===== config.mk =====
export PLATFORM = sky130hd
export DESIGN_NAME = sd_spi_responder_flat
export DESIGN_NICKNAME = d
export VERILOG_FILES = /design/src/rtl/sd_spi_pkg.sv /design/src/rtl/sd_spi_responder_if.sv /design/src/rtl/sd_crc7.sv /design/src/rtl/sd_spi_responder.sv /design/src/flat_wrapper.sv
export SDC_FILE = /design/constraint.sdc
export NUM_CORES = 1
export LEC_CHECK = 0
export ABC_AREA = 1
export CAP_MARGIN = 20
export CORE_MARGIN = 5
export CORE_UTILIZATION = 60
export CTS_CLUSTER_DIAMETER = 80
export CTS_CLUSTER_SIZE = 14
export DETAILED_ROUTE_END_ITERATION = 16
export GPL_ROUTABILITY_DRIVEN = 0
export GPL_TIMING_DRIVEN = 0
export HOLD_SLACK_MARGIN = 0.02
export PLACE_DENSITY = 0.83
export SLEW_MARGIN = 20
export SYNTH_ARGS = -nofsm -noshare
export SYNTH_HDL_FRONTEND = slang
export SYNTH_SLANG_ARGS = --single-unit

===== constraint.sdc =====
create_clock -name clk_bus -period 7.9 [get_ports clk_bus]
set_input_delay 1.58 -clock clk_bus [delete_from_list [all_inputs] [get_ports clk_bus]]
set_output_delay 1.58 -clock clk_bus [all_outputs]
set_load 0.02 [all_outputs]

===== src/rtl/sd_spi_pkg.sv =====
// Shared SD SPI definitions: command indices, R1 bit positions, frame layout
// and the CRC7 helpers used by both the card responder and the host controller.
package sd_spi_pkg;

  localparam logic [5:0] CMD0   = 6'd0;
  localparam logic [5:0] CMD8   = 6'd8;
  localparam logic [5:0] ACMD41 = 6'd41;
  localparam logic [5:0] CMD55  = 6'd55;

  localparam int R1_IDLE    = 0;
  localparam int R1_ILLEGAL = 2;
  localparam int R1_CRC     = 3;

  localparam int   FRAME_BITS = 48;
  localparam int   CRC_SPAN   = 40;
  localparam logic START_BIT  = 1'b0;
  localparam logic TX_BIT     = 1'b1;
  localparam logic END_BIT    = 1'b1;

  localparam logic [1:0] ST_HUNT = 2'd0;
  localparam logic [1:0] ST_CMD  = 2'd1;
  localparam logic [1:0] ST_NCR  = 2'd2;
  localparam logic [1:0] ST_RESP = 2'd3;

  // One serial step of x^7 + x^3 + 1, message bit entering at the top.
  function automatic logic [6:0] crc7_step(input logic [6:0] crc, input logic din);
    logic fb;
    fb = crc[6] ^ din;
    return {crc[5:3], crc[2] ^ fb, crc[1:0], fb};
  endfunction

  function automatic logic [6:0] crc7_calc(input logic [39:0] data);
    logic [6:0] crc;
    crc = 7'd0;
    for (int i = 39; i >= 0; i--) crc = crc7_step(crc, data[i]);
    return crc;
  endfunction

endpackage


===== src/rtl/sd_spi_responder_if.sv =====
// Card-side SPI pins plus the decoded-command sideband of the SD responder.
interface sd_spi_responder_if;
  import sd_spi_pkg::*;

  logic        sclk;
  logic        cs;
  logic        mosi;
  logic        miso;
  logic        cmd_strobe;
  logic [5:0]  cmd_index;
  logic [31:0] cmd_arg;
  logic        crc_err;
  logic        card_ready;
  logic [1:0]  fsm_state;

  // SPI handshake: no valid/ready; the host owns sclk and cs, the card only
  // reacts to synchronised sclk edges while cs is low and always drives miso.
  modport slave (
    input  sclk, cs, mosi,
    output miso, cmd_strobe, cmd_index, cmd_arg, crc_err, card_ready, fsm_state
  );

  modport master (
    output sclk, cs, mosi,
    input  miso, cmd_strobe, cmd_index, cmd_arg, crc_err, card_ready, fsm_state
  );
endinterface


===== src/rtl/sd_crc7.sv =====
// Serial CRC7 accumulator, one message bit per enabled cycle.
module sd_crc7
  import sd_spi_pkg::*;
(
  input  logic       clk_bus,
  input  logic       res,
  input  logic       clr,
  input  logic       en,
  input  logic       din,
  output logic [6:0] crc
);

  always_ff @(posedge clk_bus or posedge res) begin
    if (res)      crc <= 7'd0;
    else if (clr) crc <= 7'd0;
    else if (en)  crc <= crc7_step(crc, din);
  end

endmodule


===== src/rtl/sd_spi_responder.sv =====
// SPI-mode SD card responder: oversamples the host's sclk, decodes 48-bit
// command frames and returns R1 responses while tracking the init handshake.
module sd_spi_responder
  import sd_spi_pkg::*;
#(
  parameter int SYNC_STAGES = 2,
  parameter int RESP_DELAY  = 1,
  parameter int BUSY_COUNT  = 2,
  parameter int CHECK_CRC   = 0
) (
  input  logic clk_bus,
  input  logic res,
  sd_spi_responder_if.slave bus
);

  localparam logic [5:0] LAST_BIT = 6'(FRAME_BITS - 1);
  localparam logic [5:0] CRC_END  = 6'(CRC_SPAN);
  localparam logic [6:0] NCR_LAST = 7'(RESP_DELAY * 8 - 1);
  localparam logic [3:0] BUSY_TH  = 4'(BUSY_COUNT);

  logic [SYNC_STAGES-1:0] sclk_sync, cs_sync, mosi_sync;
  logic sclk_prev;
  logic sclk_s, cs_s, mosi_s, rise, fall;

  always_ff @(posedge clk_bus or posedge res) begin
    if (res) begin
      sclk_sync <= '0;
      cs_sync   <= '1;
      mosi_sync <= '1;
      sclk_prev <= 1'b0;
    end else begin
      sclk_sync <= {sclk_sync[SYNC_STAGES-2:0], bus.sclk};
      cs_sync   <= {cs_sync[SYNC_STAGES-2:0], bus.cs};
      mosi_sync <= {mosi_sync[SYNC_STAGES-2:0], bus.mosi};
      sclk_prev <= sclk_sync[SYNC_STAGES-1];
    end
  end

  assign sclk_s = sclk_sync[SYNC_STAGES-1];
  assign cs_s   = cs_sync[SYNC_STAGES-1];
  assign mosi_s = mosi_sync[SYNC_STAGES-1];
  assign rise   = sclk_s & ~sclk_prev;
  assign fall   = ~sclk_s & sclk_prev;

  logic [1:0]  state;
  logic [5:0]  bit_cnt;
  logic [45:0] shreg;
  logic [6:0]  tx_cnt;
  logic [7:0]  r1;
  logic        miso_q, strobe_q, crc_err_q, ready_q;
  logic [5:0]  index_q;
  logic [31:0] arg_q;
  logic        spi_mode, idle, app_cmd;
  logic [3:0]  acmd41_cnt, next_cnt;
  logic [6:0]  crc_val;

  // The start bit is never stored, so shreg holds frame bits 1..46 at decode.
  logic        tx_bit_ok, end_bit_ok, crc_ok;
  logic [5:0]  dec_index;
  logic [31:0] dec_arg;

  assign tx_bit_ok  = (shreg[45] == TX_BIT);
  assign end_bit_ok = (mosi_s == END_BIT);
  assign dec_index  = shreg[44:39];
  assign dec_arg    = shreg[38:7];
  assign crc_ok     = (crc_val == shreg[6:0]);
  assign next_cnt   = (acmd41_cnt == 4'hF) ? 4'hF : acmd41_cnt + 4'd1;

  sd_crc7 u_crc7 (
    .clk_bus (clk_bus),
    .res     (res),
    .clr     (state == ST_HUNT),
    .en      (rise && !cs_s && state == ST_CMD && bit_cnt < CRC_END),
    .din     (mosi_s),
    .crc     (crc_val)
  );

  always_ff @(posedge clk_bus or posedge res) begin
    if (res) begin
      state      <= ST_HUNT;
      bit_cnt    <= '0;
      shreg      <= '0;
      tx_cnt     <= '0;
      r1         <= 8'hFF;
      miso_q     <= 1'b1;
      strobe_q   <= 1'b0;
      crc_err_q  <= 1'b0;
      ready_q    <= 1'b0;
      index_q    <= '0;
      arg_q      <= '0;
      spi_mode   <= 1'b0;
      idle       <= 1'b1;
      app_cmd    <= 1'b0;
      acmd41_cnt <= '0;
    end else begin
      strobe_q  <= 1'b0;
      crc_err_q <= 1'b0;
      if (cs_s) begin
        // Deselect overrides everything, including a coincident final rise.
        state  <= ST_HUNT;
        miso_q <= 1'b1;
      end else begin
        case (state)
          ST_HUNT: begin
            miso_q <= 1'b1;
            if (rise && mosi_s == START_BIT) begin
              state   <= ST_CMD;
              bit_cnt <= 6'd1;
              shreg   <= '0;
            end
          end
          ST_CMD: begin
            if (rise) begin
              if (bit_cnt != LAST_BIT) begin
                shreg   <= {shreg[44:0], mosi_s};
                bit_cnt <= bit_cnt + 6'd1;
              end else if (!tx_bit_ok || !end_bit_ok) begin
                state <= ST_HUNT;
              end else if (CHECK_CRC != 0 && !crc_ok) begin
                crc_err_q <= 1'b1;
                r1        <= (8'b1 << R1_CRC) | {7'b0, idle};
                state     <= ST_NCR;
                tx_cnt    <= '0;
              end else if (!spi_mode && dec_index != CMD0) begin
                state <= ST_HUNT;
              end else begin
                strobe_q <= 1'b1;
                index_q  <= dec_index;
                arg_q    <= dec_arg;
                app_cmd  <= 1'b0;
                state    <= ST_NCR;
                tx_cnt   <= '0;
                if (dec_index == CMD0) begin
                  spi_mode   <= 1'b1;
                  idle       <= 1'b1;
                  acmd41_cnt <= '0;
                  ready_q    <= 1'b0;
                  r1         <= 8'b1 << R1_IDLE;
                end else if (dec_index == CMD55) begin
                  app_cmd <= 1'b1;
                  r1      <= {7'b0, idle};
                end else if (dec_index == ACMD41 && app_cmd) begin
                  acmd41_cnt <= next_cnt;
                  if (next_cnt >= BUSY_TH) begin
                    idle    <= 1'b0;
                    ready_q <= 1'b1;
                    r1      <= 8'h00;
                  end else begin
                    r1 <= 8'b1 << R1_IDLE;
                  end
                end else begin
                  r1 <= (8'b1 << R1_ILLEGAL) | {7'b0, idle};
                end
              end
            end
          end
          ST_NCR: begin
            if (fall) begin
              miso_q <= 1'b1;
              if (tx_cnt == NCR_LAST) begin
                state  <= ST_RESP;
                tx_cnt <= '0;
              end else begin
                tx_cnt <= tx_cnt + 7'd1;
              end
            end
          end
          ST_RESP: begin
            if (fall && tx_cnt < 7'd8) begin
              miso_q <= r1[7];
              r1     <= {r1[6:0], 1'b1};
              tx_cnt <= tx_cnt + 7'd1;
            end else if (rise && tx_cnt == 7'd8) begin
              state  <= ST_HUNT;
              miso_q <= 1'b1;
            end
          end
          default: state <= ST_HUNT;
        endcase
      end
    end
  end

  assign bus.miso       = miso_q;
  assign bus.cmd_strobe = strobe_q;
  assign bus.cmd_index  = index_q;
  assign bus.cmd_arg    = arg_q;
  assign bus.crc_err    = crc_err_q;
  assign bus.card_ready = ready_q;
  assign bus.fsm_state  = state;

endmodule


===== src/flat_wrapper.sv =====
// flat-port wrapper written by rule: the top's interface ports become plain ports
module sd_spi_responder_flat import sd_spi_pkg::*;
#(
  parameter int SYNC_STAGES = 2,
  parameter int RESP_DELAY  = 1,
  parameter int BUSY_COUNT  = 2,
  parameter int CHECK_CRC   = 0
)
  (clk_bus, res, bus_sclk, bus_cs, bus_mosi, bus_miso, bus_cmd_strobe, bus_cmd_index, bus_cmd_arg, bus_crc_err, bus_card_ready, bus_fsm_state);
  sd_spi_responder_if bus_i ();
  input  logic clk_bus;
  input  logic res;
  input wire logic [$bits(bus_i.sclk)-1:0] bus_sclk;
  input wire logic [$bits(bus_i.cs)-1:0] bus_cs;
  input wire logic [$bits(bus_i.mosi)-1:0] bus_mosi;
  output wire logic [$bits(bus_i.miso)-1:0] bus_miso;
  output wire logic [$bits(bus_i.cmd_strobe)-1:0] bus_cmd_strobe;
  output wire logic [$bits(bus_i.cmd_index)-1:0] bus_cmd_index;
  output wire logic [$bits(bus_i.cmd_arg)-1:0] bus_cmd_arg;
  output wire logic [$bits(bus_i.crc_err)-1:0] bus_crc_err;
  output wire logic [$bits(bus_i.card_ready)-1:0] bus_card_ready;
  output wire logic [$bits(bus_i.fsm_state)-1:0] bus_fsm_state;
  assign bus_i.sclk = bus_sclk;
  assign bus_i.cs = bus_cs;
  assign bus_i.mosi = bus_mosi;
  assign bus_miso = bus_i.miso;
  assign bus_cmd_strobe = bus_i.cmd_strobe;
  assign bus_cmd_index = bus_i.cmd_index;
  assign bus_cmd_arg = bus_i.cmd_arg;
  assign bus_crc_err = bus_i.crc_err;
  assign bus_card_ready = bus_i.card_ready;
  assign bus_fsm_state = bus_i.fsm_state;
  sd_spi_responder #(.SYNC_STAGES(SYNC_STAGES), .RESP_DELAY(RESP_DELAY), .BUSY_COUNT(BUSY_COUNT), .CHECK_CRC(CHECK_CRC)) u_core (.clk_bus(clk_bus), .res(res), .bus(bus_i));
endmodule

# Word level (Yosys, flattened, before mapping)
# Cells that the tools add are included.
# Widths: inputs -> output; s select.
[totals] reg_bits=124 latchBits=0 mem_bits_rw=0 mem_bits_ro=0 in_bits=5 out_inout_bits=44 wordCells=147 mem_count=0
[classes] add_sub_neg=3 mul=0 n_div=0 order_cmp=2 eq_ne=26 n_shift=0 muxes=62 bitwise=9 reduce_logical=27
[ops] cell="$mux 46" count=3
[ops] cell="$pmux 46 s2" count=1
[ops] cell="$mux 8" count=7
[ops] cell="$mux 7" count=7
[ops] cell="$mux 1" count=21
[ops] cell="$pmux 7 s3" count=1
[ops] cell="$reduce_and 7->1" count=3
[ops] cell="$mux 2" count=10
[ops] cell="$mux 6" count=3
[ops] cell="$mux 4" count=4
[ops] cell="$pmux 8 s2" count=1
[ops] cell="$reduce_and 8->1" count=2
[ops] cell="$ne 3x1->1 const B" count=5
[ops] cell="$eq 6x6->1 const B" count=2
[ops] cell="$pmux 6 s2" count=1
[ops] cell="$ne 2x1->1 const B" count=5
[ops] cell="$reduce_and 9->1" count=1
[ops] cell="$ne 2x2->1 const B" count=4
[ops] cell="$pmux 2 s4" count=1
[ops] cell="$reduce_bool 2->1" count=4
[ops] cell="$add 7x1->7 const B" count=1
[ops] cell="$eq 7x3->1 const B" count=1
[ops] cell="$eq 7x4->1 const B" count=1
[ops] cell="$lt 7x4->1 const B" count=1
[ops] cell="24 further kinds" count=39

# Logic depth before layout (Yosys ltp)
[depth] word_depth=12 mapped_depth=10 mapped_depth_nobuf=10

# Worst setup path before layout
# OpenSTA, ideal clock, no wires.
[synth_timing] path_type="reg-to-output" start="register u_core.miso_q, in the netlist u_core.bus.miso" end="output bus_miso" arrival_time_ns=0.563 t_required_ns=6.320 slack_ns=5.757 stages_incl_launch_ff=1 path_cell_list="dfstp_2"
[synth_lines] element="start: declaration" line="sd_spi_responder.sv:50" source="logic miso_q, strobe_q, crc_err_q, ready_q;"
[synth_lines] element="start signal: assignment" line="sd_spi_responder.sv:170" source="miso_q <= r1[7];"
[synth_lines] element="end: declaration" line="flat_wrapper.sv:16" source="output wire logic [$bits(bus_i.miso)-1:0] bus_miso;"
# No word-level cell between the ends.

# Final worst setup path
[layout_timing] start="register u_core.state[1], in the netlist u_core.bus.fsm_state[1]" end="output bus_fsm_state[1]"
[layout_lines] element="start: declaration" line="sd_spi_responder.sv:45" source="logic [1:0] state;"
[layout_lines] element="start signal: assignment" line="sd_spi_responder.sv:80" source="state <= ST_HUNT;"
[layout_lines] element="start signal: assignment" line="sd_spi_responder.sv:100" source="state <= ST_HUNT;"
[layout_lines] element="start signal: assignment" line="sd_spi_responder.sv:107" source="state <= ST_CMD;"
[layout_lines] element="end: declaration" line="flat_wrapper.sv:22" source="output wire logic [$bits(bus_i.fsm_state)-1:0] bus_fsm_state;"
# No word-level cell between the ends.

==> impl_metrics.json <==
{
  "run_status": "finished, final reports clean",
  "cp.buffers_inverters": 1,
  "holdPathStages": 0,
  "cp_slowest_cell": "clkdlybuf4s50_1",
  "ctsHoldBuffers": 0,
  "ant_nets": 0,
  "post_cts_buffers": 0,
  "critPathMaxStageDelay_ps": 670,
  "ff_latch_area_um2": 3120,
  "required_ps": 6320,
  "routed_via_density": 5.51,
  "boundaryPins": 49,
  "crit_family": "buffers and inverters",
  "tightest_slew_ps": 780,
  "cts_resized": 0,
  "multi_input_area_um2": 1800,
  "vias": 4235,
  "final-setup-viol-count": 0,
  "dp_hpwl_um": 7630,
  "path_cells": "clkdlybuf4s50_1",
  "routedWlPerCell_um": 15.3,
  "die_area_um2": 10900,
  "die_h_um": 105,
  "cp-end-kind": "output port",
  "synthCells": 581,
  "hold_viol": 0,
  "clock_latency_ps": 510,
  "timing.hold.ws_ps": 347,
  "drt_first_iter_violations": 343,
  "rsz0062_at_grt": "no",
  "drc": 0,
  "min-delay-path-class": "reg2reg",
  "cts-buffers-inserted": 17,
  "ys_ff_latch": 124,
  "critPathLaunchType": "flop",
  "reg2regPathDepth": 10,
  "hold_start": "u_core.sclk_sync[0]",
  "die_w_um": 105,
  "leakage_nw": 2.95,
  "core-area_um2": 8720,
  "syn-mean-instance-area_um2": 9.22,
  "start_util_pct": 61.4,
  "timing.reg2reg.setup_slack_ps": 5970,
  "finalCritPeriodShare_pct": 41.6,
  "crit_path_start": "u_core.bus.fsm_state[1]",
  "grt_pass1_wl_um": 20300,
  "synth_nets": 591,
  "pwr_density_cell_nw_per_um2": 248,
  "drive_gt1_share_pct": 13.9,
  "ys_types": 39,
  "worstSetupPathDepth": 1,
  "drv_cap": 0,
  "finalCriticalPeriod_ps": 3290,
  "gr-total-overflow": 0,
  "final_nets": 658,
  "drv_slew": 0,
  "portBuffers": 47,
  "drtPass1Iterations": 7,
  "cts_tree": "yes",
  "tns_ps": 0,
  "finalWirelength_um": 11800,
  "grt_pass1_vias": 4293,
  "num_antenna_cells": 0,
  "power.ir.vdd_worst_mv": 0.199,
  "ys_async_sr_fraction_pct": 100,
  "fin_worst_skew_ps": 9.20,
  "htree_levels": 4,
  "cts.sinks": 124,
  "grtUsageTotal_pct": 22.8,
  "yosysWarnings": 0,
  "relSlewSlack_pct": 47.7,
  "reg2reg_from": "u_core.bit_cnt[0]",
  "path_max_fanout": 7,
  "cp_data_arrival_time_ps": 1710,
  "holdPathEnd": "u_core.sclk_sync[1]",
  "grt_max_degree": 68,
  "critPathKind": "reg2out",
  "seq_area_frac_synth_pct": 58.2,
  "num-fill-cells": 562,
  "syn2layout_area_growth_pct": 23.3,
  "clockRootBuffer": "clkbuf_8",
  "cts_max_path_buffers": 2,
  "crit-reg2reg-capture": "u_core.bus.cmd_arg[19]",
  "synth_edf_count": 0,
  "max_freq_ghz": 0.304,
  "path_clk_slew_ps": 60,
  "rows": 34,
  "antenna_found_initial": 0,
  "synthFlopType": "dfrtp_1",
  "syn_area_um2": 5360
}
-- cells in the final DEF (no fill, tap or decap), types with 9 or more instances in the layout --
cell type        synthesis  routed
a22o_1                   9       9
clkbuf_16                0      16
clkdlybuf4s50_1          0      47
dfrtp_1                110     110
dfstp_2                 14      14
inv_1                   72      71
nand2_1                143     143
nand3_1                 25      25
nor2_1                  28      28
o21ai_0                 50      50
o21ai_1                 46      46
-- through the flow --
step	area, µm²	worst slack [ps]	utilization [%]	total power [mW]	instances
after detailed placement	6000	5090	68.8	0.853	737
after CTS	6610	4610	75.8	1.65	769
after global routing	6610	4550	75.8	1.69	769
final	6610	4610	75.8	1.64	769
after floorplan	5360	3040	-	0.808	581
after global placement	5960	1570	68.4	0.843	736
-- flip-flops by register name (all words and copies together), names as in the netlist, 2 cells and up --
signal / cells
u_core.acmd41_cnt: 4
u_core.bit_cnt: 6
u_core.bus.cmd_arg: 32
u_core.bus.cmd_index: 6
u_core.bus.fsm_state: 2
u_core.cs_sync: 2
u_core.mosi_sync: 2
u_core.r1: 8
u_core.sclk_sync: 2
u_core.shreg: 46
u_core.tx_cnt: 7
-- final cells by class --
| type | instances | share of cell area (%) |
|---|---|---|
| inverter | 77 | 4.45 |
| buffer | 20 | 2.23 |
| timing repair buffer | 48 | 7.54 |
| sequential | 124 | 47.2 |
| clock buffer | 18 | 6.47 |
| tap | 108 | 2.04 |
| multi-input combinational | 360 | 27.3 |
| clock inverter | 14 | 2.78 |
-- worst max-delay path by stage --
| stage | endpoint |
|---|---|
| final | bus_fsm_state[1] |
| after global routing | bus_fsm_state[1] |
| after CTS | bus_fsm_state[1] |
| after detailed placement | u_core.mosi_sync[0] |
| after global placement | u_core.tx_cnt[0] |
| after floorplan | u_core.acmd41_cnt[0] |
-- cells by family (layout without fill, tap and decap cells) --
kind of cell	Yosys count	after routing	share of synthesized area (%)
compound gates	123	123	12.5
xor+xnor	3	3	0.490
fa+ha+maj	5	5	1.17
buf+inv	97	177	8.15
flops	124	124	58.2
mux	1	1	0.187
other cells	1	1	0.0700
simple gates	227	227	19.2
-- power by group --
part | internal [mW] | switching, mW
Sequential | 0.657 | 0.0161
Combinational | 0.0538 | 0.119
Clock | 0.495 | 0.296
-- Yosys cell counts (2+ instances only) --
cell type    n  area share, %
xor2_1       2           0.33
buf_6        7            1.5
nand3b_1     2           0.28
nor3_1       5           0.47
buf_2        7           0.65
o21ai_0     50            4.7
a21oi_1      7           0.65
a22o_1       9            1.5
nand2_2      2           0.23
ha_1         5            1.2
nand3_1     25            2.3
nor2_2       5           0.58
buf_1        2           0.14
dfstp_2     14            6.9
inv_2        5           0.35
nand4_1      4           0.47
buf_4        3           0.42
nand2_1    143             10
nor2_4       5            1.1
nor2_1      28            2.0
inv_1       72            5.0
o21ai_1     46            4.3
o22ai_1      5           0.58
nand3_2      4           0.75
dfrtp_1    110             51
-- metal layers --
metal / global-route usage, % / share of wire [%] / vias to the layer above
met5: 0 / 0 / -
met4: 7.59 / 1.4 / 0
met3: 5.65 / 3.8 / 22
met2: 38.1 / 52 / 114
met1: 29.2 / 43 / 2093
li1: - / - / 2006
Note: power is estimated with default switching activity, not from simulation.
